**src/rtl/counter_ctrl_if.sv**
```systemverilog
// Control bundle between the board controls, the counter datapath and the sequencer.
// master = environment (buttons, switches, counter feedback); slave = sequencer.
interface counter_ctrl_if #(
    parameter int WIDTH = 4
);
    logic             start;
    logic             stop;
    logic             pause;
    logic             dir_sel;
    logic [WIDTH-1:0] limit;
    logic [WIDTH-1:0] cnt_val;
    logic             cnt_load;
    logic [WIDTH-1:0] cnt_load_val;
    logic             cnt_en;
    logic             cnt_up;
    logic             busy;
    logic             done;

    modport master (
        output start, stop, pause, dir_sel, limit, cnt_val,
        input  cnt_load, cnt_load_val, cnt_en, cnt_up, busy, done
    );

    modport slave (
        input  start, stop, pause, dir_sel, limit, cnt_val,
        output cnt_load, cnt_load_val, cnt_en, cnt_up, busy, done
    );
endinterface

```
**src/rtl/counter_ctrl.sv**
```systemverilog
// Up/down counter sequencer: load start value, then prescaled count steps until terminal value.
// cnt_en is registered one cycle after the prescaler terminal; stop suppresses strobes in its own cycle.
module counter_ctrl #(
    parameter int WIDTH    = 4,
    parameter int PRESCALE = 4
) (
    input  logic          clk,
    input  logic          rst_n,
    counter_ctrl_if.slave bus
);
    localparam int PW = (PRESCALE > 2) ? $clog2(PRESCALE) : 1;

    localparam logic [1:0] S_IDLE = 2'd0;
    localparam logic [1:0] S_LOAD = 2'd1;
    localparam logic [1:0] S_RUN  = 2'd2;
    localparam logic [1:0] S_DONE = 2'd3;

    logic [1:0]       state;
    logic [PW-1:0]    presc;
    logic             dir_lat;
    logic [WIDTH-1:0] lim_lat;
    logic             en_q;

    logic [WIDTH-1:0] target;
    logic             at_target;
    logic             step;

    assign target    = dir_lat ? lim_lat : '0;
    assign at_target = (bus.cnt_val == target);
    // Terminal check wins over stepping, so the counter is never driven past target.
    assign step      = (state == S_RUN) && !bus.stop && !at_target && !bus.pause
                       && (presc == PW'(PRESCALE - 1));

    always_ff @(posedge clk or negedge rst_n) begin
        if (!rst_n) begin
            state   <= S_IDLE;
            presc   <= '0;
            dir_lat <= 1'b0;
            lim_lat <= '0;
            en_q    <= 1'b0;
        end else begin
            en_q <= step;
            case (state)
                S_IDLE: begin
                    if (bus.start && !bus.stop) begin
                        dir_lat <= bus.dir_sel;
                        lim_lat <= bus.limit;
                        state   <= S_LOAD;
                    end
                end
                S_LOAD: begin
                    presc <= '0;
                    state <= bus.stop ? S_IDLE : S_RUN;
                end
                S_RUN: begin
                    if (bus.stop) begin
                        state <= S_IDLE;
                    end else if (at_target) begin
                        state <= S_DONE;
                    end else if (!bus.pause) begin
                        presc <= step ? '0 : presc + PW'(1);
                    end
                end
                default: begin
                    state <= S_IDLE;
                end
            endcase
        end
    end

    assign bus.cnt_load     = (state == S_LOAD) && !bus.stop;
    assign bus.cnt_load_val = (state == S_LOAD) ? (dir_lat ? '0 : lim_lat) : '0;
    assign bus.cnt_en       = en_q && !bus.stop;
    assign bus.cnt_up       = dir_lat;
    assign bus.busy         = (state != S_IDLE);
    assign bus.done         = (state == S_DONE) && !bus.stop;
endmodule

```
**src/flat_wrapper.sv**
```systemverilog
// flat-port wrapper written by rule: the top's interface ports become plain ports
module counter_ctrl_flat 
#(
    parameter int WIDTH    = 4,
    parameter int PRESCALE = 4
)
  (clk, rst_n, bus_start, bus_stop, bus_pause, bus_dir_sel, bus_limit, bus_cnt_val, bus_cnt_load, bus_cnt_load_val, bus_cnt_en, bus_cnt_up, bus_busy, bus_done);
  counter_ctrl_if #(.WIDTH(WIDTH)) bus_i ();
  input  logic clk;
  input  logic rst_n;
  input wire logic [$bits(bus_i.start)-1:0] bus_start;
  input wire logic [$bits(bus_i.stop)-1:0] bus_stop;
  input wire logic [$bits(bus_i.pause)-1:0] bus_pause;
  input wire logic [$bits(bus_i.dir_sel)-1:0] bus_dir_sel;
  input wire logic [$bits(bus_i.limit)-1:0] bus_limit;
  input wire logic [$bits(bus_i.cnt_val)-1:0] bus_cnt_val;
  output wire logic [$bits(bus_i.cnt_load)-1:0] bus_cnt_load;
  output wire logic [$bits(bus_i.cnt_load_val)-1:0] bus_cnt_load_val;
  output wire logic [$bits(bus_i.cnt_en)-1:0] bus_cnt_en;
  output wire logic [$bits(bus_i.cnt_up)-1:0] bus_cnt_up;
  output wire logic [$bits(bus_i.busy)-1:0] bus_busy;
  output wire logic [$bits(bus_i.done)-1:0] bus_done;
  assign bus_i.start = bus_start;
  assign bus_i.stop = bus_stop;
  assign bus_i.pause = bus_pause;
  assign bus_i.dir_sel = bus_dir_sel;
  assign bus_i.limit = bus_limit;
  assign bus_i.cnt_val = bus_cnt_val;
  assign bus_cnt_load = bus_i.cnt_load;
  assign bus_cnt_load_val = bus_i.cnt_load_val;
  assign bus_cnt_en = bus_i.cnt_en;
  assign bus_cnt_up = bus_i.cnt_up;
  assign bus_busy = bus_i.busy;
  assign bus_done = bus_i.done;
  counter_ctrl #(.WIDTH(WIDTH), .PRESCALE(PRESCALE)) u_core (.clk(clk), .rst_n(rst_n), .bus(bus_i));
endmodule
```
**config.mk**
```make
export PLATFORM = sky130hd
export DESIGN_NAME = counter_ctrl_flat
export DESIGN_NICKNAME = d
export VERILOG_FILES = /design/src/rtl/counter_ctrl_if.sv /design/src/rtl/counter_ctrl.sv /design/src/flat_wrapper.sv
export SDC_FILE = /design/constraint.sdc
export NUM_CORES = 1
export LEC_CHECK = 0
export ABC_AREA = 1
export CELL_PAD_IN_SITES_DETAIL_PLACEMENT = 1
export CELL_PAD_IN_SITES_GLOBAL_PLACEMENT = 2
export CORE_MARGIN = 2
export CORE_UTILIZATION = 24
export CTS_CLUSTER_DIAMETER = 120
export DETAILED_ROUTE_END_ITERATION = 7
export GPL_ROUTABILITY_DRIVEN = 0
export PLACE_DENSITY = 0.88
export SETUP_SLACK_MARGIN = 0.05
export SLEW_MARGIN = 20
export SYNTH_ARGS = -nofsm -noshare
export SYNTH_HDL_FRONTEND = slang
export SYNTH_SLANG_ARGS = --single-unit
```
**constraint.sdc**
```tcl
create_clock -name clk -period 2.7 [get_ports clk]
set_input_delay 0.27 -clock clk [delete_from_list [all_inputs] [get_ports clk]]
set_output_delay 0.27 -clock clk [all_outputs]
set_load 0.005 [all_outputs]
```
==> Word level (Yosys, flattened, before mapping) <==
Index checks and enable logic that the tools add are counted.
{ "word_totals": {"inputBits": 14, "n_memories": 0, "mem_bits_rw": 0, "reg_bits": 10, "latch_bits": 0, "rom_bits": 0} }
{ "classes": {"n_eq_ne": 10, "reduce_logical": 17, "n_mux": 13, "add_sub_neg": 1, "shift": 0, "n_bitwise": 0, "multipliers": 0, "order_cmp": 0, "n_div": 0} }
{ "op_table": {"columns": ["cell", "n"], "rows": [
  ["two-way mux 2 bit", 8],
  ["two-way mux 4 bit", 3],
  ["logical AND 1 bit", 8],
  ["equality test 2 bit (second input constant)", 3],
  ["inequality test 2 bit (second input constant)", 3],
  ["one-hot mux 2 bit (3 select lines)", 1],
  ["equality test 4 bit", 1],
  ["one-hot mux 2 bit (2 select lines)", 1],
  ["AND reduction 2 bit", 2],
  ["AND reduction 4 bit", 1],
  ["nonzero test 2 bit", 2],
  ["zero test 1 bit", 3],
  ["inequality test 3 x 2 -> 1 bit (second input constant)", 1],
  ["adder 2 x 1 -> 2 bit (second input constant)", 1],
  ["equality test 2 x 1 -> 1 bit (second input constant)", 1],
  ["zero test 2 bit", 1],
  ["inequality test 2 x 1 -> 1 bit (second input constant)", 1]
]} }

==> Logic depth before layout (Yosys ltp) <==
{ "depth": {"ltp_word": 11, "depth_mapped": 9} }

==> Worst setup path before layout <==
Ideal clock, no wire load.
{ "synth_timing": {"path_type": "register -> output", "startpoint": "register u_core.state[1]", "endpoint": "output port bus_cnt_load_val[0]", "n_path_buf": 0, "path_stages_with_launch": 4, "arrival_time_ns": 0.859, "path_slack_ns": 1.571, "t_required_ns": 2.430, "cell_sequence": "dfrtp_1 nor2_1 inv_1 nor3_1"} }
{ "synth_via": {"elab_chain_cells": 2} }
{ "synth_rtl": {"columns": ["item", "line_no", "rtl"], "rows": [
  ["start: declaration", "counter_ctrl.sv:18", "logic [1:0] state;"],
  ["start signal: assignment", "counter_ctrl.sv:53", "state <= bus.stop ? S_IDLE : S_RUN;"],
  ["equality test 2 x 1 -> 1 bit", "counter_ctrl.sv:72", "assign bus.cnt_load_val = (state == S_LOAD) ? (dir_lat ? '0 : lim_lat) : '0;"],
  ["two-way mux 4 bit", "counter_ctrl.sv:72", null],
  ["end: declaration", "flat_wrapper.sv:18", "output wire logic [$bits(bus_i.cnt_load_val)-1:0] bus_cnt_load_val;"]
]} }
No other way between the ends.

==> Final worst setup path <==
Ends and elaborated chain as after synthesis.

==> results.toml <==
[final_layout]
nFillCells = 313
instances_no_fill = 136
drive_gt1_share_pct = 14.2
syn_to_final_growth_pct = 47.1
n_antenna_cell = 0
multi_input_area_sq_um = 290
seq_area_sq_um = 250
finalNetCount = 122

[critical_path]
worst_setup_path_start_kind = "register"
r2r_cells = 8
crit_slowest_cell = "clkdlybuf4s50_1"
max_stage_delay_ns = 0.52
path_delay_family = "buffers and inverters"
crit_cells = 4
r2r_slack_ns = 1.36
crit_type = "reg -> out"
crit_required_ns = 2.43
cp.arrival_ns = 1.75
worst_setup_path_end_kind = "output port"
crit_buf_inv = 2
cp_max_fo = 5
crit_chain = "nor2_1, inv_1, nor3_1, clkdlybuf4s50_1"

[placed_design]
dp.cells = 132
io_buffers = 22
place_hpwl_um = 1220
pre_cts_slack_ns = 0.921

[synth]
synth_xor_area_share_pct = 0
yosys.area_share.simple_pct = 37.1
ys_ff_latch = 10
yosys.area.top_type_share_pct = 41.7
synthFlopType = "dfrtp_1"
synthAdderAreaFrac_pct = 2.08
synth_top_cell_by_area = "dfrtp_1"
synth.most_common_cell = "nand2_1"
synth_mux_area_share_pct = 7.50
synthesis.nets = 96
synth_top_family_by_area = "simple AND/OR/NAND/NOR gates"
avgSynthCellArea_sq_um = 7.41
synth-edff-count = 0
syn_inst = 81
synth_area_sq_um = 601
synth_common_cells = "21 x nand2_1, 13 x inv_1, 12 x nor2_1"
synth_warnings = 0
synth_compound_area_share_pct = 1.67
synth_area_leaders = "dfrtp_1 42%, nand2_1 13%, inv_1 8.1%"
yosys.cell_types.count = 15
yosysSeqAreaShare_pct = 41.7
async_flop_share_pct = 100

[outcome]
outcome = "completed"

[worst_hold_path]
hp-class = "in -> async"

[route]
postRouteAntennaNets = 0
drt_iter0_markers = 3
drc = 0
vias = 592
routed_via_density = 4.35
wl_um = 1510
post_drt_wl_per_cell_um = 11.1
firstDrtPassIters = 4

[power_and_ir_drop]
p_leak_nw = 0.428
peakVddDrop_uv = 249
finalPower_mw = 0.755
powerDensity_nw_per_um2 = 855

[floorplanning]
die_area_sq_um = 2920
start_util_pct = 24.7
die_x_um = 54.0
rows = 18
fp.coreArea_sq_um = 2430
die_y_um = 54.0
io_pins = 23

[sta]
finalSetupViolCount = 0
setup_tns_ns = 0
clock_skew_ns = 0.000966
max_slew_margin_pct = 67.3
period_share_pct = 74.7
period_needed_ns = 2.02
worst_pin_slew_ns = 0.489
rsz0062_at_grt = "no"
hold_viol = 0
timing.final.ws_setup_ns = 0.683
fmax_mhz = 496
maxSlewViolCount = 0

[cts]
cts.htree.levels = 1
postCtsResizedCells = 0
clock_path_buffers = 2
clk_latency_ns = 0.26
cts_made_buffers = 3
ctsHoldBuffers = 0
cts_tree = "yes"
post-cts-setup-buffers = 0
clock_sinks = 10
cts_root_buf = "clkbuf_4"
clk_pin_slew_worst_paths_ns = 0.07

[job]
drv_cap = 0

[grt]
antenna_found_initial = 0
grt_max_degree = 15
first_global_vias = 626
grt_pass1_wl_um = 2500
grt_use_total_pct = 11.9
overflow = 0
-- area by class of cell --
type / count / area share (%)
Tap cell: 30 / 4.25
Timing Repair Buffer: 22 / 24.9
Inverter: 13 / 5.52
Multi-Input combinational cell: 57 / 32.9
Sequential cell: 10 / 28.3
Clock buffer: 4 / 4.11
-- sequential cells by signal (all words and copies together), names as in the netlist --
signal	count
u_core.bus.cnt_up	1
u_core.en_q	1
u_core.lim_lat	4
u_core.presc	2
u_core.state	2
-- final timing paths --
kind | startpoint | endpoint
max | u_core.state[1] | bus_cnt_load_val[0]
min | rst_n | u_core.presc[0]
max reg2reg | u_core.bus.cnt_up | u_core.presc[0]
min reg2reg | u_core.presc[1] | u_core.presc[1]
max in group asynchronous | rst_n | u_core.lim_lat[3]
min in group clk | u_core.presc[1] | u_core.presc[1]
-- layer usage --
layer	routed length [um]	share of wire, %	global-route usage, %	up-vias
met3	68	4.5	0.833	2
met2	748	50	22.4	15
met4	19	1.3	6.25	0
met5	0	0	0	-
li1	-	-	-	302
met1	675	45	13.3	273
-- cells by family (layout without fill, tap and decap cells) --
logic type               count (synthesis)  after routing
multiplexers                             4              4
buffers and inverters                   14             39
AND/OR/NAND/NOR                         50             50
adder cells (fa/ha/maj)                  1              1
flip-flops                              10             10
AO/OA/AOI/OAI                            2              2
-- power breakdown --
part	leakage (nW)	switching (mW)	total [mW]	internal [mW]
clock	0.0210	0.0516	0.133	0.0818
combinational	0.282	0.158	0.333	0.175
sequential	0.125	0.0798	0.289	0.209
total	0.428	0.289	0.755	0.466
-- stage by stage --
stage | cell area [sq um] | hold WS [ns] | utilization [%]
2_1_floorplan | 601 | -0.0256 | -
3_3_place_gp | 847 | 0.498 | 34.8
3_5_place_dp | 847 | 0.512 | 34.8
4_1_cts | 883 | 0.342 | 36.3
5_1_grt | 883 | 0.357 | 36.3
6_report | 883 | 0.339 | 36.3
-- placed cells by master, fill, tap and decap left out, types with 3 or more instances in the layout --
master,synthesis,layout
clkdlybuf4s50_1,0,22
nand2_1,21,21
inv_1,13,13
nor2_1,12,12
dfrtp_1,10,10
nand3_1,8,8
mux2_2,4,4
nor2_2,3,3
nand2_2,3,3
clkbuf_4,0,3
Power figures use the tool's default switching activity.
